$ cat config.mk
export PLATFORM = sky130hd
export DESIGN_NAME = fwd_scoreboard_unit
export DESIGN_NICKNAME = d
export VERILOG_FILES = /design/src/rtl/fwd_scoreboard_unit.sv
export SDC_FILE = /design/constraint.sdc
export NUM_CORES = 1
export LEC_CHECK = 0
export CAP_MARGIN = 30
export CORE_MARGIN = 5
export CORE_UTILIZATION = 38
export DETAILED_ROUTE_END_ITERATION = 7
export PLACE_DENSITY = 0.79
export SETUP_SLACK_MARGIN = 0.3
export SYNTH_ARGS = -nofsm -noshare
export SYNTH_HDL_FRONTEND = slang
export SYNTH_SLANG_ARGS = --single-unit
$ cat constraint.sdc
create_clock -name clk -period 3.5 [get_ports clk]
set_clock_uncertainty 0.05 [all_clocks]
set_input_delay 0.7 -clock clk [delete_from_list [all_inputs] [get_ports clk]]
set_output_delay 0.7 -clock clk [all_outputs]
set_load 0.01 [all_outputs]
$ cat src/rtl/fwd_scoreboard_unit.sv
`default_nettype none
// ============================================================================
//  Module      : fwd_scoreboard_unit
//  Description : Decode-side operand bypass network combined with a 32-entry
//                register scoreboard for long-latency producers. Generates
//                forwarded operands, stall/issue, and a saturating stall
//                counter.
//  Revision    : 1.0 - initial release
// ============================================================================
module fwd_scoreboard_unit #(
  parameter int DATA_WIDTH = 32,
  parameter int NUM_FWD    = 3,
  parameter int LAT_WIDTH  = 3
) (
  input  logic                          clk,
  input  logic                          rst,
  input  logic                          i_dec_valid,
  input  logic                          i_ex_stall,
  input  logic                          i_flush,
  input  logic                          i_uses_rs,
  input  logic                          i_uses_rt,
  input  logic [4:0]                    i_rs_addr,
  input  logic [4:0]                    i_rt_addr,
  input  logic [DATA_WIDTH-1:0]         i_rs_rf_data,
  input  logic [DATA_WIDTH-1:0]         i_rt_rf_data,
  input  logic                          i_writes,
  input  logic [4:0]                    i_rw_addr,
  input  logic [LAT_WIDTH-1:0]          i_lat,
  input  logic [NUM_FWD-1:0]            i_fwd_valid,
  input  logic [5*NUM_FWD-1:0]          i_fwd_addr,
  input  logic [DATA_WIDTH*NUM_FWD-1:0] i_fwd_data,
  input  logic                          i_ll_done,
  input  logic [4:0]                    i_ll_addr,
  input  logic [DATA_WIDTH-1:0]         i_ll_data,
  output logic [DATA_WIDTH-1:0]         o_rs_data,
  output logic [DATA_WIDTH-1:0]         o_rt_data,
  output logic                          o_stall,
  output logic                          o_issue,
  output logic [31:0]                   o_busy,
  output logic [31:0]                   o_stall_count
);

  localparam logic [31:0] c_CNT_MAX = 32'hFFFF_FFFF;

  logic [31:0] busy_q, busy_d;
  logic [31:0] stall_cnt_q, stall_cnt_d;

  logic                  w_rs_hit, w_rt_hit;
  logic [DATA_WIDTH-1:0] w_rs_sel, w_rt_sel;
  logic                  w_rs_ok, w_rt_ok, w_waw, w_stall, w_issue;

  // Bypass lookup: returns {hit, data}. Scanning from the oldest source down
  // to index 0 lets the youngest matching source overwrite older ones, and the
  // completing long-latency result sits below every bypass source.
  function automatic logic [DATA_WIDTH:0] fwd_pick(input logic [4:0] addr,
                                                   input logic [DATA_WIDTH-1:0] rf);
    logic [DATA_WIDTH:0] r;
    r = {1'b0, rf};
    if (i_ll_done && (i_ll_addr == addr)) r = {1'b1, i_ll_data};
    for (int k = NUM_FWD - 1; k >= 0; k--) begin
      if (i_fwd_valid[k] && (i_fwd_addr[5*k +: 5] == addr))
        r = {1'b1, i_fwd_data[DATA_WIDTH*k +: DATA_WIDTH]};
    end
    return r;
  endfunction

  // Operand selection: unused operands pass RF data, $0 always reads as zero.
  always_comb begin
    {w_rs_hit, w_rs_sel} = fwd_pick(i_rs_addr, i_rs_rf_data);
    {w_rt_hit, w_rt_sel} = fwd_pick(i_rt_addr, i_rt_rf_data);
    o_rs_data = w_rs_sel;
    o_rt_data = w_rt_sel;
    if (!i_uses_rs)             o_rs_data = i_rs_rf_data;
    else if (i_rs_addr == 5'd0) o_rs_data = '0;
    if (!i_uses_rt)             o_rt_data = i_rt_rf_data;
    else if (i_rt_addr == 5'd0) o_rt_data = '0;
  end

  // Hazard detection: RAW on unresolvable operands plus WAW on busy targets.
  always_comb begin
    w_rs_ok = !i_uses_rs || (i_rs_addr == 5'd0) || !busy_q[i_rs_addr] || w_rs_hit;
    w_rt_ok = !i_uses_rt || (i_rt_addr == 5'd0) || !busy_q[i_rt_addr] || w_rt_hit;
    w_waw   = i_writes && (i_rw_addr != 5'd0) && busy_q[i_rw_addr] &&
              !(i_ll_done && (i_ll_addr == i_rw_addr));
    w_stall = i_dec_valid && !i_flush && (!w_rs_ok || !w_rt_ok || w_waw);
    w_issue = i_dec_valid && !i_flush && !w_stall && !i_ex_stall;
  end

  // Scoreboard next state: completion clears first so a same-cycle set wins.
  always_comb begin
    busy_d = busy_q;
    if (i_ll_done) busy_d[i_ll_addr] = 1'b0;
    if (w_issue && i_writes && (i_lat != '0) && (i_rw_addr != 5'd0))
      busy_d[i_rw_addr] = 1'b1;
    busy_d[0] = 1'b0;
    stall_cnt_d = stall_cnt_q;
    if (w_stall && (stall_cnt_q != c_CNT_MAX)) stall_cnt_d = stall_cnt_q + 32'd1;
  end

  // State registers with synchronous reset.
  always_ff @(posedge clk) begin
    if (rst) begin
      busy_q      <= '0;
      stall_cnt_q <= '0;
    end else begin
      busy_q      <= busy_d;
      stall_cnt_q <= stall_cnt_d;
    end
  end

  assign o_stall       = w_stall;
  assign o_issue       = w_issue;
  assign o_busy        = busy_q;
  assign o_stall_count = stall_cnt_q;

endmodule
`default_nettype wire

Word level (Yosys, flattened, before mapping)

Index checks and enable logic that the tools add are counted.

Bits in registers: 64
Bits of input ports: 242
Output and inout bits: 130
Logic and storage cells: 91

Reductions and logical operators: 44
Bitwise gates (word level): 3
Equal/unequal tests: 10
Add/subtract/negate cells: 1
Multiplexer cells: 24
Magnitude comparators: 6

Operator list:

| kind                                                                                | count |
|---|---|
| 33-bit 2-to-1 mux                                                                   | 8 |
| 32-bit 2-to-1 mux                                                                   | 6 |
| 5-bit equality test                                                                 | 9 |
| 32-bit by 1-bit adder with 32-bit output, second input constant                     | 1 |
| 32-bit bitwise AND                                                                  | 1 |
| 32-bit inequality test, second input constant                                       | 1 |
| 32-bit NOT                                                                          | 1 |
| 32-bit OR                                                                           | 1 |
| 5-bit by 6-bit < comparator with 1-bit output, second input constant                | 4 |
| 1-bit logical AND                                                                   | 22 |
| 1-bit binary-select mux with 5-bit select                                           | 3 |
| 1-bit demux with 5-bit select                                                       | 2 |
| 5-bit by 1-bit greater-or-equal comparator with 1-bit output, second input constant | 2 |
| 1-bit zero test                                                                     | 10 |
| 5-bit zero test                                                                     | 2 |
| 1-bit logical OR                                                                    | 8 |
| 1-bit 2-to-1 mux                                                                    | 5 |
| 5-bit nonzero test                                                                  | 1 |
| 3-bit nonzero test                                                                  | 1 |

Depth between registers and ports, before layout

Word-level depth: 18
Gate-level depth with buffers: 13
Gate-level depth less buffers: 9

Least setup slack after synthesis

OpenSTA, ideal clock, no wires.

Kind: input to output
Start: input port i_rs_addr[3]
End: output port o_stall
Data arrival time: 3004 ps
Required time: 2750 ps
Buffers on the path: 3
Path slack: -254 ps
Cell stages on the path: 10
Cells stage by stage: clkbuf_1 > mux4_2 > mux4_2 > nor2_1 > nor4_1 > a22o_1 > o21ai_0 > clkbuf_1 > clkbuf_1 > inv_1

Word-level cells in the longest chain between the ends: 11

RTL lines:

| item                            | line | RTL |
|---|---|---|
| from (decl)                     | 22   | `input logic [4:0] i_rs_addr,` |
| 5-bit equality test             | 59   | `if (i_ll_done && (i_ll_addr == addr)) r = {1'b1, i_ll_data};` |
| 1-bit logical AND               | 59   |  |
| 33-bit 2-to-1 mux               | 59   |  |
| 33-bit 2-to-1 mux (3 in a row)  | 61   | `if (i_fwd_valid[k] && (i_fwd_addr[5*k +: 5] == addr))` |
| 1-bit logical OR *              | 81   | `w_rs_ok = !i_uses_rs \|\| (i_rs_addr == 5'd0) \|\| !busy_q[i_rs_addr] \|\| w_rs_hit;` |
| 1-bit zero test *               | 85   | `w_stall = i_dec_valid && !i_flush && (!w_rs_ok \|\| !w_rt_ok \|\| w_waw);` |
| 1-bit logical OR * (2 in a row) | 85   |  |
| 1-bit logical AND *             | 85   |  |
| to (decl)                       | 37   | `output logic o_stall,` |

Every way passes the cells marked *; elsewhere a longest branch is shown, timed or not. The select of a mux whose other input is x is not followed.

Final worst setup path

Start: input port i_rs_addr[1]
End: output port o_rs_data[24]

Word-level cells in the longest chain between the ends: 8

RTL lines:

| item                           | line | RTL |
|---|---|---|
| 5-bit equality test            | 59   |  |
| 1-bit logical AND              | 59   |  |
| 33-bit 2-to-1 mux              | 59   |  |
| 33-bit 2-to-1 mux (3 in a row) | 61   |  |
| 32-bit 2-to-1 mux *            | 74   | `else if (i_rs_addr == 5'd0) o_rs_data = '0;` |
| 32-bit 2-to-1 mux *            | 73   | `if (!i_uses_rs) o_rs_data = i_rs_rf_data;` |
| to (decl)                      | 35   | `output logic [DATA_WIDTH-1:0] o_rs_data,` |

Every way passes the cells marked *; elsewhere a longest branch is shown, timed or not.

==> out/qor.log <==
qor: setup_path.critical_path.n_buffers_inverters 6
qor: setup_path.crit_required 2750 ps
qor: grt.first_global_vias 12100
qor: grt.grt_antenna_before_repair 13
qor: die.num_rows 51
qor: logic_synthesis.synth.area.top_cells dfxtp_1 (17%), mux2i_1 (8.2%), o22ai_1 (5.9%)
qor: setup_path.rrSetupSlack 140 ps
qor: logic_synthesis.postSynthRegisterBits 63
qor: hold_path.min_path_type flip-flop to flip-flop
qor: setup_path.critical_path_start_end_classification primary input to output pin
qor: clock_tree.cts_root_buf clkbuf_16
qor: status.violations DRC, setup timing
qor: setup_path.cpMostUsedCell buf_4
qor: logic_synthesis.synth_enable_flop_cells 0
qor: pwr.powerDensity 193 nW/um2
qor: place.place_hpwl 30.5 mm
qor: hold_path.min_from o_stall_count[26]
qor: clock_tree.cts_buffers 9
qor: place.io_port_bufs 370
qor: run.max_cap_violations 0
qor: die.chipHeight 151 um
qor: timing.worst_slack -325 ps
qor: logic_synthesis.netlist_area 7590 um2
qor: pwr.ir_drop_worst_vdd 0.000335 V
qor: logic_synthesis.ys_types 59
qor: place.placed_cells_incl_taps 1767
qor: setup_path.worst_r2r_startpoint o_busy[26]
qor: detailed_routing.drt_pass1_iterations 8
qor: grt.grt_pass1_wl 71.3 mm
qor: clock_tree.cts_buffer_depth 2
qor: setup_path.worstSetupEndpointType output pin
qor: cells_and_area.flow.area_growth_from_synthesis 107%
qor: die.die_w 151 um
qor: detailed_routing.drt-total-wl 55.3 mm
qor: logic_synthesis.synthesized_area_divided_by_synthesized_cell_count 6.98 um2
qor: timing.whs 437 ps
qor: pwr.power.total 3.03 mW
qor: status.outcome finished with violations
qor: logic_synthesis.synth_fp_nets 1331
qor: logic_synthesis.ys_dominant_reg_cell dfxtp_1
qor: setup_path.cp_slowest_stage_delay 390 ps
qor: die.initial_core_utilization 0.388
qor: grt.largest_net_degree_at_the_start_of_global_routing 73
qor: timing.ratio_of_final_minimum_period_to_clock_period 1.09
qor: cells_and_area.layout.cells.non_filler 1912
qor: timing.maxSlewViolCount 0
qor: setup_path.timing.critical_path.fanout_max 16
qor: clock_tree.clk_pin_slew 60 ps
qor: setup_path.timing.critical_path.slowest_stage_cell a311oi_4
qor: setup_path.source_of_the_critical_timing_path i_rs_addr[1]
qor: pwr.p_leak 6.48 nW
qor: cells_and_area.final_net_count 1877
qor: timing.setup_tns -9650 ps
qor: detailed_routing.drt_iter0_drc 1457
qor: timing.worst_slew_pin_slew 913 ps
qor: logic_synthesis.synth_async_sr_flop_share 0
qor: detailed_routing.ant_nets 0
qor: clock_tree.tritoncts done
qor: hold_path.holdPathEnd o_stall_count[26]
qor: cells_and_area.layout-drive-gt1-share 0.389
qor: timing.max_clock_freq 261 MHz
qor: grt.globalRouteTotalUtil 0.403
qor: die.die_footprint 22900 um2
qor: logic_synthesis.synth_top_area_cell dfxtp_1
qor: detailed_routing.drt_drc_violations_left 1
qor: die.core_area 19600 um2
qor: detailed_routing.via_count 12800
qor: setup_path.cp_num_cells 13
qor: place.globalplace.congestion 0.976
qor: hold_path.hold-path-cell-count 2
qor: setup_path.timing.critical_path.cells buf_6, buf_8, buf_4, xor2_1, nor4_2, and3_4, buf_4, buf_16, nand2_1, a311oi_4, a21oi_2, o22ai_2, buf_2
qor: setup_path.crit_arrival 3070 ps
qor: timing.setup-violations-final 83
qor: setup_path.reg2reg_depth 10
qor: detailed_routing.post_drt_via_cell_ratio 6.70
qor: detailed_routing.routed_wirelength_normalized_by_instance_count 28.9 um
qor: setup_path.worstReg2RegEnd o_busy[14]
qor: logic_synthesis.synth.yosys.warnings 0
qor: clock_tree.cts_htree_levels 3
qor: clock_tree.worstSkewPairLatency 340 ps
qor: place.dp_worst_slack -1110 ps
qor: clock_tree.tritoncts_num_sinks 63
qor: logic_synthesis.seq_area_frac_synth 0.166
qor: timing.slew-limit-headroom 0.387
qor: timing.grt_setup_unrepaired yes
qor: logic_synthesis.synth_cells 1088
qor: logic_synthesis.post-synth-top-area-fraction 0.166
qor: timing.final_hold_viol_count 0
qor: timing.period_minus_slack 3820 ps
qor: grt.globalRoute.totalOverflow 0
qor: setup_path.crit_path_start_kind primary input
qor: die.boundaryPins 372
qor: setup_path.path_delay_family buffers and inverters
per-layer routing:
| metal | part of all wire | global-route usage | vias to the layer above | wire (um) |
|---|---|---|---|---|
| li1 | - | - | 5152 | - |
| met1 | 0.31 | 0.452 | 5933 | 17200 |
| met2 | 0.44 | 0.651 | 1201 | 24300 |
| met3 | 0.15 | 0.124 | 510 | 8380 |
| met4 | 0.094 | 0.276 | 16 | 5210 |
| met5 | 0.0024 | 0 | - | 133 |
Yosys cell counts (5+ instances only):
| master | number |
|---|---|
| a311o_1 | 6 |
| o22ai_1 | 71 |
| o21a_1 | 5 |
| o21ai_1 | 10 |
| and3_1 | 13 |
| a211o_1 | 30 |
| clkbuf_1 | 75 |
| nand2_1 | 110 |
| o2bb2ai_1 | 10 |
| dfxtp_1 | 63 |
| buf_2 | 6 |
| nand3_1 | 28 |
| or3_1 | 15 |
| o21ai_2 | 8 |
| xor2_1 | 36 |
| buf_1 | 17 |
| xnor2_1 | 9 |
| inv_1 | 64 |
| nand4_1 | 9 |
| nor2_1 | 68 |
| a21boi_0 | 9 |
| mux2i_1 | 62 |
| o21ai_0 | 81 |
| mux2_2 | 9 |
| o31ai_1 | 13 |
| nor3b_1 | 6 |
| and4_1 | 5 |
| a21oi_1 | 73 |
| nand3b_1 | 24 |
| or4_1 | 17 |
| nor3_1 | 12 |
| a311oi_1 | 29 |
| nor2b_1 | 23 |
| nor4_1 | 17 |
| mux4_2 | 15 |
| nand2b_1 | 7 |
cells by family (layout without fill, tap and decap cells):
logic type / after synthesis / count (layout) / share of synthesized area
simple gates: 366 / 366 / 0.249
fa+ha+maj: 1 / 1 / 0.00165
other cells: 1 / 9 / 0.000494
buf+inv: 166 / 717 / 0.0855
compound gates: 360 / 360 / 0.306
flops: 63 / 63 / 0.166
xor+xnor: 45 / 45 / 0.0519
mux: 86 / 86 / 0.140
worst min-delay path: stages (launching register included):
cell,delay [ps]
dfxtp_1,330
o21ai_2,60
a21oi_1,50
what timing repair did:
action,4_1_cts,5_1_grt
hold buffers,0,0
pin swaps,151,67
setup buffers,65,30
endpoints found under the setup margin,129,129
resized for setup,683,126
gates cloned,22,4
worst max path at each step:
stage                                to  slack (ps)
after floorplan              o_busy[29]          60
after global placement          o_issue       -1110
after detailed placement        o_issue       -1110
after CTS                       o_issue        -330
after global routing      o_rs_data[24]        -360
final                     o_rs_data[24]        -320
state kept, by name (all words and copies together), names as in the netlist:
signal         count
o_stall_count     32
o_busy            31
area by class of cell:
type	instances	area [um2]
inverter	64	240
sequential	63	1260
antenna	8	20.0
clock inverter	6	50.0
timing repair buffer	637	6520
fill	1162	3870
multi-input combinational	859	7060
clock buffer	10	239
tap	265	332
placed cells by master (no fill, tap or decap), types with 17 or more instances in the layout:
cell type,synthesis,routed
a211o_1,30,30
a21oi_1,73,49
a21oi_2,0,24
a311oi_2,0,22
buf_12,0,29
buf_16,0,19
buf_2,6,64
buf_4,3,150
buf_6,1,77
clkdlybuf4s50_1,0,266
dfxtp_1,63,63
inv_1,64,62
mux2i_1,62,56
nand2_1,110,109
nand3_1,28,23
nand3b_1,24,24
nor2_1,68,63
nor2b_1,23,23
o21ai_0,81,17
o21ai_1,10,27
o21ai_2,8,53
o22ai_2,0,57
xor2_1,36,25
metrics by stage:
step	util	area, um2
3_3_place_gp	0.647	12700
4_1_cts	0.763	14900
2_1_floorplan	-	7900
3_5_place_dp	0.647	12700
5_1_grt	0.802	15700
6_report	0.803	15700
power by group:
| part | internal [mW] | total (mW) | switching [mW] |
|---|---|---|---|
| registers | 0.718 | 0.720 | 0.00188 |
| logic | 0.719 | 1.42 | 0.700 |
| clock network | 0.509 | 0.889 | 0.380 |
| total | 1.95 | 3.03 | 1.08 |
(Power assumes the default switching activity.)
